==> config.mk <==
export PLATFORM = sky130hd
export DESIGN_NAME = control_sequencer
export DESIGN_NICKNAME = d
export VERILOG_FILES = /design/src/rtl/ctrl_pkg.sv /design/src/rtl/control_sequencer_step_counter.sv /design/src/rtl/control_sequencer.sv
export SDC_FILE = /design/constraint.sdc
export NUM_CORES = 1
export LEC_CHECK = 0
export ABC_AREA = 1
export CAP_MARGIN = 15
export CORE_AREA = 2 2 39 41
export CTS_CLUSTER_SIZE = 10
export DETAILED_ROUTE_END_ITERATION = 8
export DIE_AREA = 0 0 41 43
export PLACE_DENSITY_LB_ADDON = 0.05
export SKIP_CTS_REPAIR_TIMING = 1
export SYNTH_ARGS = -nofsm -noshare
export SYNTH_HDL_FRONTEND = slang
export SYNTH_HIERARCHICAL = 1
export SYNTH_SLANG_ARGS = --single-unit
==> constraint.sdc <==
create_clock -name clk -period 2.4 [get_ports clk]
set_input_delay 0.48 -clock clk [delete_from_list [all_inputs] [get_ports clk]]
set_output_delay 0.48 -clock clk [all_outputs]
set_load 0.05 [all_outputs]
==> src/rtl/ctrl_pkg.sv <==
// Shared constants for the 8-bit processor control sequencer: opcodes, microstep
// indices, control-word bit positions and the per-opcode last-step lookup.
package ctrl_pkg;

  localparam int STEP_W = 3;

  localparam logic [3:0] OP_NOP = 4'h0;
  localparam logic [3:0] OP_LDA = 4'h1;
  localparam logic [3:0] OP_ADD = 4'h2;
  localparam logic [3:0] OP_SUB = 4'h3;
  localparam logic [3:0] OP_STA = 4'h4;
  localparam logic [3:0] OP_LDI = 4'h5;
  localparam logic [3:0] OP_JMP = 4'h6;
  localparam logic [3:0] OP_JC  = 4'h7;
  localparam logic [3:0] OP_JZ  = 4'h8;
  localparam logic [3:0] OP_OUT = 4'he;
  localparam logic [3:0] OP_HLT = 4'hf;

  localparam logic [STEP_W-1:0] T0 = 3'd0;
  localparam logic [STEP_W-1:0] T1 = 3'd1;
  localparam logic [STEP_W-1:0] T2 = 3'd2;
  localparam logic [STEP_W-1:0] T3 = 3'd3;
  localparam logic [STEP_W-1:0] T4 = 3'd4;

  localparam int CW_PC_INC  = 0;
  localparam int CW_PC_OUT  = 1;
  localparam int CW_JUMP    = 2;
  localparam int CW_MAR_IN  = 3;
  localparam int CW_RAM_IN  = 4;
  localparam int CW_RAM_OUT = 5;
  localparam int CW_IR_IN   = 6;
  localparam int CW_IR_OUT  = 7;
  localparam int CW_A_IN    = 8;
  localparam int CW_A_OUT   = 9;
  localparam int CW_B_IN    = 10;
  localparam int CW_ALU_EN  = 11;
  localparam int CW_ALU_SUB = 12;
  localparam int CW_FLAG_EN = 13;
  localparam int CW_OUT_IN  = 14;
  localparam int CW_W       = 15;

  // Last microstep that carries any control activity for the opcode.
  function automatic logic [STEP_W-1:0] last_step(input logic [3:0] op);
    case (op)
      OP_LDA, OP_STA:                               last_step = T3;
      OP_ADD, OP_SUB:                               last_step = T4;
      OP_LDI, OP_JMP, OP_JC, OP_JZ, OP_OUT, OP_HLT: last_step = T2;
      default:                                      last_step = T1;
    endcase
  endfunction

endpackage

==> src/rtl/control_sequencer_step_counter.sv <==
// Microstep counter with sticky halt flag; advances on run, wraps after the
// last step (or early on early_end), freezes once halted until clr.
module step_counter
  import ctrl_pkg::*;
#(
  parameter int NUM_STEPS = 5
) (
  input  logic              clk,
  input  logic              clr,
  input  logic              run,
  input  logic              halt_req,
  input  logic              early_end,
  output logic [STEP_W-1:0] step,
  output logic              halted
);

  localparam logic [STEP_W-1:0] LAST = STEP_W'(NUM_STEPS - 1);

  always_ff @(posedge clk) begin
    if (clr) begin
      step   <= '0;
      halted <= 1'b0;
    end else if (run && !halted) begin
      // Halting leaves step parked on the HLT step rather than advancing.
      if (halt_req) begin
        halted <= 1'b1;
      end else if (early_end || step == LAST) begin
        step <= '0;
      end else begin
        step <= step + 1'b1;
      end
    end
  end

endmodule

==> src/rtl/control_sequencer.sv <==
// Microcode decode for the 8-bit processor: one combinational control word per
// step. Optional SEQ_EARLY_END_EN ends each instruction after its last busy step.
module control_sequencer
  import ctrl_pkg::*;
#(
  parameter int OP_W      = 4,
  parameter int NUM_STEPS = 5
) (
  input  logic              clk,
  input  logic              clr,
  input  logic              run,
  input  logic [OP_W-1:0]   opcode,
  input  logic              carry,
  input  logic              is_zero,
  output logic [STEP_W-1:0] step,
  output logic              halted,
  output logic              pc_inc,
  output logic              pc_out,
  output logic              jump,
  output logic              mar_in,
  output logic              ram_in,
  output logic              ram_out,
  output logic              ir_in,
  output logic              ir_out,
  output logic              a_in,
  output logic              a_out,
  output logic              b_in,
  output logic              alu_en,
  output logic              alu_sub,
  output logic              flag_en,
  output logic              out_in
);

  logic [CW_W-1:0] cw;
  logic            halt_req;
  logic            early_end;

  assign halt_req = (step == T2) && (opcode == OP_HLT);

`ifdef SEQ_EARLY_END_EN
  assign early_end = (step == last_step(opcode));
`else
  assign early_end = 1'b0;
`endif

  step_counter #(.NUM_STEPS(NUM_STEPS)) u_step_counter (
    .clk       (clk),
    .clr       (clr),
    .run       (run),
    .halt_req  (halt_req),
    .early_end (early_end),
    .step      (step),
    .halted    (halted)
  );

  always_comb begin
    cw = '0;
    case (step)
      T0: begin
        cw[CW_PC_OUT] = 1'b1;
        cw[CW_MAR_IN] = 1'b1;
      end
      T1: begin
        cw[CW_RAM_OUT] = 1'b1;
        cw[CW_IR_IN]   = 1'b1;
        cw[CW_PC_INC]  = 1'b1;
      end
      T2: begin
        case (opcode)
          OP_LDA, OP_ADD, OP_SUB, OP_STA: begin
            cw[CW_IR_OUT] = 1'b1;
            cw[CW_MAR_IN] = 1'b1;
          end
          OP_LDI: begin
            cw[CW_IR_OUT] = 1'b1;
            cw[CW_A_IN]   = 1'b1;
          end
          OP_JMP: begin
            cw[CW_IR_OUT] = 1'b1;
            cw[CW_JUMP]   = 1'b1;
          end
          OP_JC: begin
            cw[CW_IR_OUT] = 1'b1;
            cw[CW_JUMP]   = carry;
          end
          OP_JZ: begin
            cw[CW_IR_OUT] = 1'b1;
            cw[CW_JUMP]   = is_zero;
          end
          OP_OUT: begin
            cw[CW_A_OUT]  = 1'b1;
            cw[CW_OUT_IN] = 1'b1;
          end
          default: ;
        endcase
      end
      T3: begin
        case (opcode)
          OP_LDA: begin
            cw[CW_RAM_OUT] = 1'b1;
            cw[CW_A_IN]    = 1'b1;
          end
          OP_ADD, OP_SUB: begin
            cw[CW_RAM_OUT] = 1'b1;
            cw[CW_B_IN]    = 1'b1;
          end
          OP_STA: begin
            cw[CW_A_OUT]  = 1'b1;
            cw[CW_RAM_IN] = 1'b1;
          end
          default: ;
        endcase
      end
      T4: begin
        if (opcode == OP_ADD || opcode == OP_SUB) begin
          cw[CW_ALU_EN]  = 1'b1;
          cw[CW_A_IN]    = 1'b1;
          cw[CW_FLAG_EN] = 1'b1;
          cw[CW_ALU_SUB] = (opcode == OP_SUB);
        end
      end
      default: ;
    endcase
    if (clr || halted) begin
      cw = '0;
    end
  end

  assign pc_inc  = cw[CW_PC_INC];
  assign pc_out  = cw[CW_PC_OUT];
  assign jump    = cw[CW_JUMP];
  assign mar_in  = cw[CW_MAR_IN];
  assign ram_in  = cw[CW_RAM_IN];
  assign ram_out = cw[CW_RAM_OUT];
  assign ir_in   = cw[CW_IR_IN];
  assign ir_out  = cw[CW_IR_OUT];
  assign a_in    = cw[CW_A_IN];
  assign a_out   = cw[CW_A_OUT];
  assign b_in    = cw[CW_B_IN];
  assign alu_en  = cw[CW_ALU_EN];
  assign alu_sub = cw[CW_ALU_SUB];
  assign flag_en = cw[CW_FLAG_EN];
  assign out_in  = cw[CW_OUT_IN];

endmodule
==> results of run 1 <==
==> power breakdown <==
| part | switching [mW] | internal, mW | total, mW | leakage, nW |
|---|---|---|---|---|
| clock | 0.0244 | 0.0557 | 0.0801 | 0.0138 |
| sequential | 0.00817 | 0.0698 | 0.0780 | 0.0326 |
| combinational | 0.0772 | 0.0575 | 0.135 | 0.388 |
| total | 0.110 | 0.183 | 0.293 | 0.434 |
==> final cells by class <==
| type | count | area share (%) |
|---|---|---|
| Multi-Input combinational cell | 69 | 36.6 |
| Inverter | 19 | 7.35 |
| Sequential cell | 4 | 8.26 |
| Clock buffer | 3 | 2.32 |
| Timing Repair Buffer | 27 | 43.4 |
| Tap cell | 16 | 2.06 |
==> critical path, cell delays in order <==
cell,delay (ns)
sky130_fd_sc_hd__clkdlybuf4s50_1,0.57
sky130_fd_sc_hd__inv_1,0.12
sky130_fd_sc_hd__nor2_1,0.12
sky130_fd_sc_hd__o21ai_0,0.09
sky130_fd_sc_hd__a21oi_1,0.23
sky130_fd_sc_hd__buf_12,0.17
==> final timing paths <==
kind | to | startpoint | cells past startpoint | slack (ns)
setup / recovery | jump | opcode[1] | 6 | 0.12
setup reg to reg | u_step_counter/step[0] | u_step_counter/step[1] | 8 | 0.83
hold reg to reg | u_step_counter/halted | u_step_counter/halted | 2 | 0.58
hold / removal | u_step_counter/halted | u_step_counter/halted | 2 | 0.58
==> through the flow <==
| step | setup WS (ns) | std cells | hold WS [ns] | total power, mW |
|---|---|---|---|---|
| after floorplan | 0.0262 | 95 | 0.549 | 0.154 |
| after global placement | 0.131 | 135 | 0.557 | 0.212 |
| after detailed placement | 0.115 | 135 | 0.575 | 0.214 |
| after CTS | 0.115 | 138 | 0.579 | 0.299 |
| after global routing | 0.00763 | 138 | 0.612 | 0.311 |
| final | 0.123 | 138 | 0.576 | 0.293 |
==> logic make-up (layout without fill, tap and decap cells) <==
kind of cell	count (synthesis)	count (layout)	synth area share, %
other	1	1	0.710
DFF	4	4	15.2
AOI/OAI and AO/OA	11	11	12.1
buffers and inverters	22	49	18.5
and+or+nand+nor	55	55	48.8
adders and majority gates	2	2	4.74
==> sequential cells by signal, indices dropped and copies added (netlist names) <==
name,count
u_step_counter/halted,1
u_step_counter/step,3
==> cell usage after synthesis, types with 2 or more instances <==
library cell,n
sky130_fd_sc_hd__nand2_1,22
sky130_fd_sc_hd__inv_1,17
sky130_fd_sc_hd__nor2_1,15
sky130_fd_sc_hd__nand4_1,6
sky130_fd_sc_hd__nand3_1,5
sky130_fd_sc_hd__a21oi_1,4
sky130_fd_sc_hd__dfxtp_1,4
sky130_fd_sc_hd__o21ai_0,3
sky130_fd_sc_hd__buf_4,2
sky130_fd_sc_hd__ha_1,2
sky130_fd_sc_hd__nand2_2,2
==> per-layer routing <==
layer | global-route usage (%) | share of wire (%)
met4 | 10.0 | 0
met1 | 18.1 | 44
met5 | 0 | 0
met3 | 3.14 | 4.6
met2 | 26.9 | 52
==> flow_results.org, run 1 <==
** Outcome
- The run finished with clean final reports.

** Synthesis
- After synthesis, the cell types taking the most area are sky130_fd_sc_hd__nand2_1, sky130_fd_sc_hd__dfxtp_1, sky130_fd_sc_hd__inv_1.
- The most used flip-flop cell after synthesis is sky130_fd_sc_hd__dfxtp_1.
- Number of synthesized flops with an enable pin :: 0
- Post-synth ARST share :: 0%
- Averaged over all synthesized cells, the footprint is 5.56 um^2.
- Area of the mapped netlist :: 528 um^2
- Number of nets in the synthesized netlist :: 106
- After technology mapping, the gate count stands at 95.
- Synth top area share :: 15.6%
- Synth warnings :: 6
- In this run, synthesis produced a sequential element count of 4.
- The biggest area contributor in the post-synthesis netlist is sky130_fd_sc_hd__nand2_1.
- Count of cell types in the netlist :: 24
- After synthesis, flip-flops and latches occupy 15.2% of the total area.

** Routing
- In the final routed layout, each cell accounts on average for 9.20 um.
- For this block, the initial DRC count from the detailed router was 8.
- The detailed router placed 639 vias in this run.
- Total wirelength of the detailed-routed design :: 1.27 mm
- Drt first pass iters :: 3
- In this run the remaining antenna-violating nets after routing total 0.
- In the routed design, unresolved DRC markers number 0.
- Vias per Instance :: 4.63

** Clock network
- TritonCTS built the clock tree.
- Clock buffers created by TritonCTS :: 3
- Counting every sink on the clock net gives 4.
- Insertion delay of the later-clocked pin in the worst-skew pair :: 0.23 ns
- Maximum clock insertion buffer count :: 2
- In this run the number of H-tree levels came out at 1.
- Clock-pin slew reported for the worst setup and hold paths after clock tree synthesis :: 0.03 ns
- Root cell of the clock tree :: sky130_fd_sc_hd__clkbuf_4

** Worst hold path
- Hold Path Class :: flop to flop

** Final layout
- Antenna cell count :: 0
- After the last flow step, the layout net total stands at 135.
- Counting the fill cells in the layout gives 125.
- Share of final-layout standard cells stronger than drive strength 1 :: 23.0%
- At the end of the flow the core is filled with cells to 70.1%.
- Register area :: 80.1 um^2
- Layout area overhead :: 83.6%
- Most common library cell in the layout ignoring fill and taps :: sky130_fd_sc_hd__nand2_1
- Leaving out fill and tap cells, the most frequent cells in the layout are sky130_fd_sc_hd__nand2_1, sky130_fd_sc_hd__inv_1, sky130_fd_sc_hd__buf_12.
- Area taken by multi-input logic gates :: 355 um^2
- With fillers left out, the area of the finished cells amounts to 970 um^2.

** Timing
- At the pin with the least slew margin, the transition time is 0.498 ns.
- Number of setup violations in the final report :: 0
- The worst pin sits at a relative slew slack of 66.7%.
- RSZ-0062 raised after global routing :: no
- The final count of pins violating max slew came to 0.
- Highest clock rate :: 439 MHz
- Fraction of the cycle the final worst path needs :: 94.9%
- Maximum clock skew at final layout :: 0.00156 ns
- For the final routed database, the setup TNS stands at 0 ns.
- The number of hold violations in the final report was 0.
- The worst path in the final design needs a cycle of 2.28 ns, including I/O delays and setup.

** Global route
- Global routing finished with a remaining overflow of 0.
- The first global-routing pass estimated 2.00 mm of wire.
- Overall global routing resource usage :: 16.4%
- Pin count of the biggest net entering global routing :: 13
- Initial antenna violation count :: 0
- The via count of the first global-routing pass came to 525.

** Power and ir drop
- Power density cells :: 302 nW/um^2
- For this design the static power due to leakage is 0.434 nW.
- Maximum VDD drop :: 301 uV

** Placed design
- Final estimated routing congestion in global placement :: 0.758
- In this run the cell area measured after placement is 947 um^2.
- DP Wirelength :: 1.06 mm
- Port Buffer Count :: 27

** Flow run
- Max-cap violations in this run came to 0.

** Floorplan
- Initial standard-cell utilization of the core :: 38.2%
- Die Area :: 1760 um^2
- FP Rows :: 14
- The region available for standard cell placement spans 1380 um^2.
- Measured along the y axis, the die boundary spans 43 um.
- Width of the die :: 41 um
- 28 I/O pins were placed.

** Setup path
- Required time at the worst-slack endpoint :: 1.92 ns
- Worst setup path category :: input port to primary output
- Critical path peak fanout :: 5
- CP Capture Type :: primary output
- Setup crit start kind :: input port
- For the worst setup path, the data arrival time is 1.80 ns.
No activity file was read; power rests on OpenSTA's default activity.
==> inputs of run 2 (changes only) <==
- CORE_AREA: 2 2 39 41 -> unset
- CORE_UTILIZATION: unset -> 23
- DIE_AREA: 0 0 41 43 -> unset
==> run 2 against run 1 <==
Compared with the run above:
- global-route usage is 3.7 points lower
- maximum frequency up 0.24%
- sequential power is 1% higher
- wire length is 11% higher
- power increased by 2.7%
- die area grew 41%
- worst hold slack got worse by 0.0046 ns
- core utilization is 22 points lower
- sequential share of layout area shrank 0.16 points
- critical path type unchanged
==> flow_results.org, run 2 (synthesis results as in run 1) <==
** Timing
- The worst clock skew is 0.00268 ns (+0.00112 ns).
- Number of setup violations in the final report :: 0 (unchanged)
- Number of max-slew violations in the final report :: 0 (unchanged)
- The maximum achievable frequency is 440 MHz (+0.24%).
- Fraction of the cycle the final worst path needs :: 94.6% (-0.23 points)
- The aggregate negative setup slack came to 0 ns (unchanged).
- The post-route minimum period came to 2.27 ns (-0.00551 ns).
- Setup repair after global routing left no endpoint under its margin.
- Final hold violation count :: 0 (unchanged)

** Setup path
- Arrival time of data at the critical path endpoint :: 1.79 ns (about the same)
- Delay-heaviest family, CP :: buffers and inverters
- The worst setup path is launched from an input port.
- The worst reg-to-reg setup slack was 0.79 ns (-0.04 ns).
- Worst setup path category :: input port to primary output
- The data required time of the critical path was 1.92 ns (about the same).
- Critical path buffers and inverters :: 2 (-1)
- CP Capture Type :: primary output
- Crit-path max cell delay :: 0.47 ns (-0.10 ns)
- The worst reg2reg path depth is 8 (unchanged).
- The worst register-to-register path ends at u_step_counter/step[1].
- Source of the worst register-to-register timing path :: u_step_counter/step[1]
- The highest fanout seen on the critical path is 6 (+1).
- Max stage delay cell, worst path :: sky130_fd_sc_hd__clkdlybuf4s50_1
- Traced cell by cell, the critical path runs through clkdlybuf4s50_1, nor2_4, nand4_1, a21oi_1, buf_12.

** Clock network
- The clock transition at the registers of the reported paths is 0.04 ns (about the same).
- Clock Sinks :: 4 (unchanged)
- The clock latency at the later pin of the worst-skew pair was 0.24 ns (about the same).
- TritonCTS clock tree :: done
- Maximum clock insertion buffer count :: 2 (unchanged)
- Clock buffers created by TritonCTS :: 3 (unchanged)
- Root cell of the clock tree :: sky130_fd_sc_hd__clkbuf_4
- The H-tree depth is 1 (unchanged).

** Routing
- WL/cell :: 9.46 um (+2.8%)
- The number of vias in the routed layout is 647 (+1.3%).
- The DRC marker count from the first detailed-route iteration was 15 (+7).
- The overall routed net length is 1.41 mm (+11%).
- The number of DRC violations after detailed routing was 0 (unchanged).
- Drt first pass iters :: 4 (+1)
- The count of antenna-violating nets left after detailed routing was 0 (unchanged).
- Vias per Instance :: 4.34 (-6.2%)

** Global route
- GRT overflow :: 0 (unchanged)
- The number of antenna violations at the first check in global routing is 0 (unchanged).
- The via count of the first global-routing pass is 537 (+2.3%).
- Global-route wire length before repair :: 2.32 mm (+16%)
- Overall global routing resource usage :: 12.7% (-3.7 points)
- The largest net degree at the start of global routing was 13 (unchanged).

** Floorplan
- Width of the die :: 49.9 um (+22%)
- The die span in y is 49.9 um (+16%).
- FP Rows :: 16 (+2)
- Die Area :: 2490 um^2 (+41%)
- The starting density of the core came to 25.6% (-13 points).
- Core area :: 2060 um^2 (+49%)
- Count of pins on the block boundary :: 28 (unchanged)

** Final layout
- Number of nets in the layout :: 135 (unchanged)
- Compared with the post-synthesis result, the final layout area differs by 87.2%.
- Leaving out fill and tap cells, the most frequent cell in the layout is sky130_fd_sc_hd__nand2_1.
- Reg with most FFs :: u_step_counter/step
- The number of flip-flops under the largest register name was 3 (unchanged).
- Antenna cell count :: 0 (unchanged)
- Final design utilization :: 47.9% (-22 points)
- In the layout the commonest cells are sky130_fd_sc_hd__nand2_1, sky130_fd_sc_hd__inv_1, sky130_fd_sc_hd__buf_12.
- Regs by FF count :: u_step_counter/step: 3 flops, u_step_counter/halted: 1 flops
- Share of final-layout standard cells stronger than drive strength 1 :: 24.6% (+1.6 points)

** Placed design
- DP Wirelength :: 1.14 mm (+8.2%)
- The placer congestion estimate was 0.744 (-1.9%).
- The number of I/O port buffers is 27 (unchanged).

** Worst hold path
- Hold Path Class :: flop to flop
- The startpoint identified for the worst hold timing path is u_step_counter/step[2].
- The number of cells on the worst hold path is 4 (+2).
- Worst min-delay path endpoint :: u_step_counter/step[2]

** Power and ir drop
- The leakage dissipation came to 0.434 nW (about the same).
- Power density cells :: 304 nW/um^2 (+0.75%)
- Maximum VDD drop :: 181 uV (-40%)

** Outcome
- The flow ran to the end, and the final reports show no timing, DRC or antenna violations.

** Flow run
- Reported max-cap violation count :: 0 (unchanged)
## run 2: changes by cell type in the layout (fill, tap and decap cells not counted)
cell,change
sky130_fd_sc_hd__inv_1,-1
sky130_fd_sc_hd__inv_2,+1
sky130_fd_sc_hd__nand3_1,-1
sky130_fd_sc_hd__nand3_2,+1
## run 2: tightest hold or removal path, delay by kind of cell (launching register included)
kind	cells	cell delay [ns]
buffers and inverters	1	0.06
DFF	1	0.34
and+or+nand+nor	3	0.13
## run 2: per-stage QoR
step / cells / cell area (um^2) / setup slack [ns] / hold slack (ns) / power [mW]
2_1_floorplan: 95 / 533 / 0.0262 / 0.549 / 0.154
3_5_place_dp: 146 / 961 / 0.111 / 0.564 / 0.215
6_report: 149 / 988 / 0.129 / 0.572 / 0.301
4_1_cts: 149 / 983 / 0.109 / 0.573 / 0.303
5_1_grt: 149 / 988 / 0.0217 / 0.639 / 0.326
3_3_place_gp: 146 / 961 / 0.104 / 0.562 / 0.214
## run 2: power by group
part           internal [mW]  switching [mW]
clock                 0.0561          0.0300
sequential            0.0698         0.00906
combinational         0.0578          0.0780
total                  0.184           0.117
## run 2: layout make-up
class	instances	area, um^2
Clock buffer	3	22.5
Fill cell	210	1070
Timing Repair Buffer	27	420
Sequential cell	4	80.1
Inverter	19	71.3
Multi-Input combinational cell	69	360
Tap cell	27	33.8
## run 2: worst max-delay path by stage
stage / startpoint / cells past startpoint / slack, ns / end
2_1_floorplan: u_step_counter/step[2] / 5 / 0.03 / flag_en
3_3_place_gp: opcode[3] / 5 / 0.10 / flag_en
3_5_place_dp: clr / 7 / 0.11 / a_out
4_1_cts: clr / 7 / 0.11 / a_out
5_1_grt: opcode[2] / 5 / 0.02 / flag_en
6_report: clr / 5 / 0.13 / ir_out
## run 2: metal layers
layer  part of all wire (%)  GRT usage, %  routed length, um  up-vias
met5                      0             0                  0        -
met2                     43          18.2                605       20
met1                     48          15.7                683      271
met3                    6.7          6.17                 95        5
met4                    1.7          5.71                 24        0
li1                       -             -                  -      351
